===== src/rtl/decode_dispatch_ctrl.sv =====
// In-order decode/dispatch front end: a small instruction FIFO feeding a single registered
// dispatch slot that is steered to the ALU or LSU reservation station over valid/ready.
module decode_dispatch_ctrl #(
  parameter int DEPTH = 4,
  parameter int PTR_W = 2
) (
  input  logic             clk,
  input  logic             rst_n,
  input  logic             flush,
  input  logic             fetch_valid,
  input  logic [31:0]      fetch_instr,
  input  logic [31:0]      fetch_pc,
  output logic             fetch_ready,
  output logic             alu_valid,
  input  logic             alu_ready,
  output logic             lsu_valid,
  input  logic             lsu_ready,
  output logic [31:0]      uop_pc,
  output logic [4:0]       uop_rd,
  output logic [4:0]       uop_rs1,
  output logic [4:0]       uop_rs2,
  output logic [31:0]      uop_imm,
  output logic             uop_use_imm,
  output logic [3:0]       uop_alu_op,
  output logic             uop_is_store,
  output logic             illegal_instr,
  output logic [PTR_W:0]   fifo_count
);

  localparam logic [6:0] OPC_R   = 7'b0110011;
  localparam logic [6:0] OPC_I   = 7'b0010011;
  localparam logic [6:0] OPC_LW  = 7'b0000011;
  localparam logic [6:0] OPC_SW  = 7'b0100011;
  localparam logic [6:0] OPC_LUI = 7'b0110111;

  typedef struct packed {
    logic [31:0] pc;
    logic [4:0]  rd;
    logic [4:0]  rs1;
    logic [4:0]  rs2;
    logic [31:0] imm;
    logic        use_imm;
    logic [3:0]  alu_op;
    logic        is_store;
    logic        is_lsu;
  } uop_t;

  logic [31:0]    instr_mem_q [DEPTH];
  logic [31:0]    pc_mem_q    [DEPTH];
  logic [PTR_W-1:0] wr_ptr_q, wr_ptr_d;
  logic [PTR_W-1:0] rd_ptr_q, rd_ptr_d;
  logic [PTR_W:0]   count_q, count_d;
  logic             slot_valid_q, slot_valid_d;
  uop_t             uop_q, uop_d;
  logic             illegal_q, illegal_d;

  logic        push, pop, load, fire, slot_free, not_empty, head_legal;
  logic [31:0] head_instr, head_pc;
  logic [2:0]  head_f3;
  uop_t        dec;

  assign fetch_ready = (count_q != (PTR_W+1)'(DEPTH));
  assign not_empty   = (count_q != '0);
  assign push        = fetch_valid & fetch_ready & ~flush;

  always_ff @(posedge clk) begin
    if (push) begin
      instr_mem_q[wr_ptr_q] <= fetch_instr;
      pc_mem_q[wr_ptr_q]    <= fetch_pc;
    end
  end

  assign head_instr = instr_mem_q[rd_ptr_q];
  assign head_pc    = pc_mem_q[rd_ptr_q];
  assign head_f3    = head_instr[14:12];

  // Decode of the FIFO head; fields not defined by the format stay zero.
  always_comb begin
    dec        = '0;
    head_legal = 1'b1;
    dec.pc     = head_pc;
    case (head_instr[6:0])
      OPC_R: begin
        dec.rd     = head_instr[11:7];
        dec.rs1    = head_instr[19:15];
        dec.rs2    = head_instr[24:20];
        dec.alu_op = {head_instr[30], head_f3};
      end
      OPC_I: begin
        dec.rd      = head_instr[11:7];
        dec.rs1     = head_instr[19:15];
        dec.imm     = {{20{head_instr[31]}}, head_instr[31:20]};
        dec.use_imm = 1'b1;
        dec.alu_op  = {1'b0, head_f3};
      end
      OPC_LW: begin
        dec.rd      = head_instr[11:7];
        dec.rs1     = head_instr[19:15];
        dec.imm     = {{20{head_instr[31]}}, head_instr[31:20]};
        dec.use_imm = 1'b1;
        dec.is_lsu  = 1'b1;
      end
      OPC_SW: begin
        dec.rs1      = head_instr[19:15];
        dec.rs2      = head_instr[24:20];
        dec.imm      = {{20{head_instr[31]}}, head_instr[31:25], head_instr[11:7]};
        dec.use_imm  = 1'b1;
        dec.is_store = 1'b1;
        dec.is_lsu   = 1'b1;
      end
      OPC_LUI: begin
        dec.rd      = head_instr[11:7];
        dec.imm     = {head_instr[31:12], 12'b0};
        dec.use_imm = 1'b1;
      end
      default: head_legal = 1'b0;
    endcase
  end

  assign fire      = slot_valid_q & (uop_q.is_lsu ? lsu_ready : alu_ready);
  assign slot_free = ~slot_valid_q | fire;
  // Illegal heads are discarded even while the slot is stalled.
  assign pop       = not_empty & (~head_legal | slot_free);
  assign load      = not_empty & head_legal & slot_free;

  always_comb begin
    wr_ptr_d     = wr_ptr_q + (push ? PTR_W'(1) : PTR_W'(0));
    rd_ptr_d     = rd_ptr_q + (pop ? PTR_W'(1) : PTR_W'(0));
    count_d      = count_q + (push ? (PTR_W+1)'(1) : '0) - (pop ? (PTR_W+1)'(1) : '0);
    slot_valid_d = slot_valid_q;
    uop_d        = uop_q;
    illegal_d    = not_empty & ~head_legal;
    if (fire) begin
      slot_valid_d = 1'b0;
    end
    if (load) begin
      slot_valid_d = 1'b1;
      uop_d        = dec;
    end
    if (flush) begin
      wr_ptr_d     = '0;
      rd_ptr_d     = '0;
      count_d      = '0;
      slot_valid_d = 1'b0;
      illegal_d    = 1'b0;
    end
  end

  always_ff @(posedge clk or negedge rst_n) begin
    if (!rst_n) begin
      wr_ptr_q     <= '0;
      rd_ptr_q     <= '0;
      count_q      <= '0;
      slot_valid_q <= 1'b0;
      uop_q        <= '0;
      illegal_q    <= 1'b0;
    end else begin
      wr_ptr_q     <= wr_ptr_d;
      rd_ptr_q     <= rd_ptr_d;
      count_q      <= count_d;
      slot_valid_q <= slot_valid_d;
      uop_q        <= uop_d;
      illegal_q    <= illegal_d;
    end
  end

  assign alu_valid     = slot_valid_q & ~uop_q.is_lsu;
  assign lsu_valid     = slot_valid_q & uop_q.is_lsu;
  assign uop_pc        = uop_q.pc;
  assign uop_rd        = uop_q.rd;
  assign uop_rs1       = uop_q.rs1;
  assign uop_rs2       = uop_q.rs2;
  assign uop_imm       = uop_q.imm;
  assign uop_use_imm   = uop_q.use_imm;
  assign uop_alu_op    = uop_q.alu_op;
  assign uop_is_store  = uop_q.is_store;
  assign illegal_instr = illegal_q;
  assign fifo_count    = count_q;

endmodule


===== config.mk =====
export PLATFORM = sky130hd
export DESIGN_NAME = decode_dispatch_ctrl
export DESIGN_NICKNAME = d
export VERILOG_FILES = /design/src/rtl/decode_dispatch_ctrl.sv
export SDC_FILE = /design/constraint.sdc
export NUM_CORES = 1
export LEC_CHECK = 0
export ABC_AREA = 1
export CAP_MARGIN = 25
export CORE_UTILIZATION = 35
export DETAILED_ROUTE_END_ITERATION = 8
export GPL_TIMING_DRIVEN = 1
export SLEW_MARGIN = 10
export SYNTH_ARGS = -nofsm -noshare
export SYNTH_HDL_FRONTEND = slang
export SYNTH_SLANG_ARGS = --single-unit

===== constraint.sdc =====
create_clock -name clk -period 6.8 [get_ports clk]
set_clock_uncertainty 0.2 [all_clocks]
set_input_delay 1.02 -clock clk [delete_from_list [all_inputs] [get_ports clk]]
set_output_delay 1.02 -clock clk [all_outputs]
set_load 0.05 [all_outputs]

# Word level (Yosys, flattened, before mapping)
# Memories as Yosys holds them, arrays and structs flattened. A register that Yosys moved wholly into a read port is not among the register bits.
# Index checks and enable logic that the tools add are counted.
[totals] regBits=63 latch_bits=0 ramBits=256 romBits=0 in_bits=70 out_inout_bits=92 wordCells=71 mem_count=2
[mem_list] memory="instr_mem_q" words=4 width=32 rd=1 rd_ports_with_merged_regs=0 wr=1 line="48" rtl="logic [31:0] instr_mem_q [DEPTH];"
[mem_list] memory="pc_mem_q" words=4 width=32 rd=1 rd_ports_with_merged_regs=1 wr=1 line="49" rtl="logic [31:0] pc_mem_q [DEPTH];"
[op_classes] addsub=4 n_mul=0 div_mod_pow=0 magnitude_cmp=0 eq_ne=6 shifts=0 n_mux=22 bitwise_logic=15 n_reduce_logical=9
[op_table] cell="33-bit one-hot mux with 3 select lines" count=1
[op_table] cell="7-bit by 6-bit equality test with 1-bit output, second input constant" count=3
[op_table] cell="5-bit 2-to-1 mux" count=3
[op_table] cell="1-bit 2-to-1 mux" count=14
[op_table] cell="1-bit bitwise AND" count=9
[op_table] cell="4-bit one-hot mux with 2 select lines" count=1
[op_table] cell="4-bit OR reduction" count=2
[op_table] cell="7-bit by 2-bit equality test with 1-bit output, second input constant" count=1
[op_table] cell="7-bit by 5-bit equality test with 1-bit output, second input constant" count=1
[op_table] cell="3-bit nonzero test" count=2
[op_table] cell="2-bit OR reduction" count=3
[op_table] cell="5-bit OR reduction" count=1
[op_table] cell="2-bit by 1-bit adder with 2-bit output" count=2
[op_table] cell="2-bit 2-to-1 mux" count=2
[op_table] cell="1-bit NOT" count=4
[op_table] cell="3-bit by 1-bit adder with 3-bit output" count=1
[op_table] cell="3-bit 2-to-1 mux" count=1
[op_table] cell="3-bit != test, second input constant" count=1
[op_table] cell="3-bit by 1-bit subtractor with 3-bit output" count=1
[op_table] cell="1-bit bitwise OR" count=2
[op_table] cell="1-bit zero test" count=1

# Depth between registers and ports, before layout
# An unclocked memory read counts as a cell.
[depth] ltp_word=10 mapped_depth=19 ltp_nobuf=17

# Worst setup path after synthesis
# OpenSTA, ideal clock, no wires.
[synth_path] kind="input port to flip-flop" startpoint="input flush" endpoint="memory instr_mem_q[0][0] (enable)" setup_time_ns=0.565 t_arrival_ns=5.853 required_time_ns=6.035 setup_slack_ns=0.182 path_stages=4 path_buffers=1 cell_sequence="clkbuf_1 > inv_1 > nand3_1 > nor3_1"
[synth_via] elab_chain_len=4
[synth_rtl] element="start: declaration" line="9" rtl="input logic flush,"
[synth_rtl] element="1-bit NOT" line="64" rtl="assign push = fetch_valid & fetch_ready & ~flush;"
[synth_rtl] element="1-bit bitwise AND" line="64"
[synth_rtl] element="1-bit 2-to-1 mux" line="67" rtl="if (push) begin"
[synth_rtl] element="1-bit 2-to-1 mux (not written as such)" line="68" rtl="instr_mem_q[wr_ptr_q] <= fetch_instr;"
[synth_rtl] element="end: declaration" line="48"
# No other way between the ends.

# Final worst setup path
[layout_path] startpoint="register rd_ptr_q[0]" endpoint="register uop_q, in the netlist uop_rs2[2]"
[layout_via] elab_chain_len=6 word_cells_on_any_way=12 classes_between="eq/ne: 5; mux: 2; bitwise: 2; reduce/logical: 2; memory: 1"
[layout_rtl] element="start: declaration" line="51" rtl="logic [PTR_W-1:0] rd_ptr_q, rd_ptr_d;"
[layout_rtl] element="start signal: assignment" line="159" rtl="rd_ptr_q <= rd_ptr_d;"
[layout_rtl] element="memory 4 x 32 bit *"
[layout_rtl] element="7-bit by 6-bit equality test with 1-bit output, or another cell as far along" line="82" rtl="case (head_instr[6:0])"
[layout_rtl] element="5-bit OR reduction (no line)"
[layout_rtl] element="1-bit 2-to-1 mux" line="82"
[layout_rtl] element="1-bit bitwise AND (2 in a row)" line="124" rtl="assign load = not_empty & head_legal & slot_free;"
[layout_rtl] element="end signal: assignment" line="162" rtl="uop_q <= uop_d;"
[layout_rtl] element="end: declaration" line="54" rtl="uop_t uop_q, uop_d;"
# Mark *: on every way between the ends. The rest lies on a longest branch, timed or not.
# A chain may end at the register's enable or synchronous reset.

==> impl_results.md <==
* Outcome: complete, no violations
* Syn avg cell area at 11.6 µm²
* Post-synth EDFFs at 256
* Final Wtd Congestion at between 0.7 and 0.8
* Drt via density at 4.75
* Routed WL per cell at around 17 µm
* CP Capture Type: register
* Core region area at around 40000 µm²
* Fin. max-slew vios at 0
* HP Class: reg -> reg
* RSZ-0062 raised after global routing: false
* VDD IR max at ~0.28 mV
* Via Count at 8774
* Async S/R FF share, synth at 0.271
* Number of placed I/O pins at between 150 and 200
* PD cells at about 400 nW/µm²
* Worst path most repeated cell: nand2_1
* Worst skew pair latency at roughly 0.53 ns
* Crit path kind: reg -> reg
* Yosys cell types at 33
* Final Critical Period at approximately 4.2 ns
* Cells along the critical path: inv_4 > nand2_1 > nand3_1 > nand2_1 > nand2_1 > nor2_2 > nand2_2 > nand2_2 > nand2_2 > nor2_4 > clkinv_2 > buf_4 > nand2_1 > o21ai_1
* Hold Slack at 0.267 ns
* CTS Sinks at 351
* Pleak at 0.00654 µW
* Max clock buf depth at 3
* CTS tree: yes
* Total GRT Usage at 0.157
* Peak Freq at 238 MHz
* Main synth FF type: edfxtp_1
* Worst setup path startpoint: rd_ptr_q[0]$_DFF_PN0_
* Synthesized Nets at 1300
* GR Overflow Total at 0
* Std cell rows at 73
* RR Startpoint: rd_ptr_q[0]$_DFF_PN0_
* First-pass GRT wire length at approximately 50000 µm
* Comb pwr share at 0.320
* Reg clk slew, reported paths at ~0.060 ns
* Final hold violations at 0
* R2R cell count at 14
* Critical Path Max Stage Delay at about 0.96 ns
* Sequential share of power at 0.395
* FF-to-FF End: uop_rs2[2]$_DFFE_PN0P_
* Register area share after synthesis at 0.704
* Switching part of the total at 0.367
* Synthesized flop and latch total at about 350
* Critical Path RT at between 6 and 7 ns
* Routed WL at roughly 32000 µm
* Cell at the root of the clock tree: clkbuf_16
* Setup violators final at 0
* Fill count at 3820
* Vias in the first global route at about 8700
* Post-CTS setup buffer count at 0
* Startpoint types: register
* Pre-antenna DRT Iters at 4
* Die Ht at a little over 200 µm
* Setup tns final at 0 ns
* Largest net degree at the start of global routing at 84
* Storage cell area at 10100 µm²
* Net switching power at about 2500 µW
* Num CTS Buffers at 37
* Setup crit end: uop_rs2[2]$_DFFE_PN0P_
* Area occupied by multi-input gates at 3140 µm²
* H-tree depth at 2
* Die area at approximately 42000 µm²
* Number of DRC markers in iteration 0 at 413
* Fraction of layout cells with a size suffix above 1 at 0.0704
* Post-cts repair resize count at 0
* Die W at just over 200 µm
* Drc violations at 0
* Crit path DAT at roughly 4.4 ns
* Slowest-stage cell, CP: dfrtp_4
* Netlist Area Pre-Place at between 10000 and 15000 µm²
* Port Buffers at approximately 160
* Clock share of power at 0.285
* Synthesis-to-finish area growth at 18.4%
* YS warnings at 0
* Flop-to-flop setup slack at roughly 2.6 ns
* DP Wirelength at ~19000 µm
* Number of antenna violations at the first check in global routing at 4
* CP max FO at slightly above 80
* Antenna Nets Post-Route at 0
* Max Cap Viol at 0
* Final worst path period share at 0.619
* Fin nets at around 1400
* Synth Instances at 1227
* Relative slew margins at 0.309
* Int Pwr at around 4400 µW
* Actual slew at the worst max-slew pin at between 1 and 1.5 ns
* # hold bufs at CTS at 0
* Initial Utilization at 0.357
==> Yosys cell counts (all sizes together), types with 5 or more instances <==
library cell  number  area share
a21oi             14      0.0049
o22ai             50       0.022
nand3b             5      0.0026
nand2            326       0.087
nor2             110       0.030
inv               36      0.0095
o21ai            111       0.039
dfrtp             95        0.17
clkbuf            32      0.0084
nor3               7      0.0025
or2                7      0.0031
buf              115       0.059
edfxtp           256        0.54
nand3             47       0.017
==> final cells by class <==
cell class / instances / share of cell area
Timing Repair Buffer: 173 / 0.102
Antenna cell: 3 / 0.000444
Clock inverter: 13 / 0.00739
Tap cell: 525 / 0.0388
Sequential cell: 351 / 0.595
Multi-Input combinational cell: 693 / 0.186
Clock buffer: 55 / 0.0630
Inverter: 36 / 0.00821
==> state kept, by name, summed over array words and instances (netlist names), 2 cells and up <==
register	flops
uop_imm	32
rd_ptr_q	2
uop_rd	5
uop_rs1	5
uop_rs2	5
instr_mem_q	128
uop_pc	32
pc_mem_q	128
fifo_count	3
uop_alu_op	4
wr_ptr_q	2
==> cell usage in the layout, fill, tap and decap left out, types with 4 or more instances in the layout <==
cell | synthesis | routed
o21ai_0 | 100 | 100
clkbuf_16 | 0 | 39
or2_2 | 7 | 7
o22ai_1 | 50 | 50
clkbuf_1 | 32 | 13
nor3_2 | 0 | 4
nor2_1 | 107 | 107
a32o_1 | 4 | 4
nand3b_1 | 5 | 5
inv_1 | 34 | 33
dfrtp_1 | 95 | 93
edfxtp_1 | 256 | 256
nand3_1 | 46 | 46
nand2_1 | 319 | 319
buf_4 | 87 | 12
a21oi_1 | 14 | 14
clkdlybuf4s50_1 | 0 | 160
clkinv_2 | 0 | 6
nand2_2 | 7 | 7
o21ai_1 | 11 | 11
==> cells by family after synthesis <==
kind of cell | share of synthesized area
adder cells (fa/ha/maj) | 0.00315
AND/OR/NAND/NOR | 0.143
AO/OA/AOI/OAI | 0.0707
buffers and inverters | 0.0773
XOR/XNOR | 0.00123
flip-flops | 0.704
==> stage by stage <==
step | setup WS (ns) | instance area, µm² | util | power [µW] | std cells
global route | 2.17 | 16900 | 0.423 | 7310 | 1847
detailed placement | 2.55 | 15700 | 0.392 | 5020 | 1777
finish | 2.59 | 16900 | 0.423 | 6940 | 1849
global placement | 2.71 | 15700 | 0.392 | 4990 | 1777
floorplan | 0.182 | 14300 | - | 4520 | 1227
CTS | 2.56 | 16900 | 0.422 | 7020 | 1845
==> metal layers <==
layer,wire [µm],share of wire,up-vias,global-route usage
li1,-,-,4269,-
met1,14300,0.45,4232,0.205
met2,15500,0.48,224,0.264
met3,1700,0.053,47,0.0297
met4,582,0.018,2,0.0440
met5,12,0.00037,-,0
==> critical path, delay by kind of cell, from the launching register on <==
kind            cells  cell delay (ns)
compound gates      1             0.07
buf+inv             3             1.37
flops               1             0.96
simple gates       10             1.32
==> power by group through the flow <==
stage | Sequential, µW | Clock, µW | Combinational (µW)
floorplan | 2720 | 0 | 1790
detailed placement | 2790 | 0 | 2240
global placement | 2780 | 0 | 2210
CTS | 2750 | 2030 | 2240
finish | 2740 | 1970 | 2220
global route | 2780 | 2110 | 2420
==> worst min path at each step <==
stage                            start                 endpoint  slack (ns)  cells after the start
2_1_floorplan  uop_imm[12]$_DFFE_PN0P_  uop_imm[12]$_DFFE_PN0P_        0.24                      2
3_3_place_gp    uop_pc[11]$_DFFE_PN0P_   uop_pc[11]$_DFFE_PN0P_        0.26                      2
3_5_place_dp   uop_imm[13]$_DFFE_PN0P_  uop_imm[13]$_DFFE_PN0P_        0.26                      2
4_1_cts        uop_imm[13]$_DFFE_PN0P_  uop_imm[13]$_DFFE_PN0P_        0.27                      2
5_1_grt        uop_imm[12]$_DFFE_PN0P_  uop_imm[12]$_DFFE_PN0P_        0.29                      2
6_report       uop_imm[12]$_DFFE_PN0P_  uop_imm[12]$_DFFE_PN0P_        0.27                      2
Note: power is estimated with default switching activity, not from simulation.
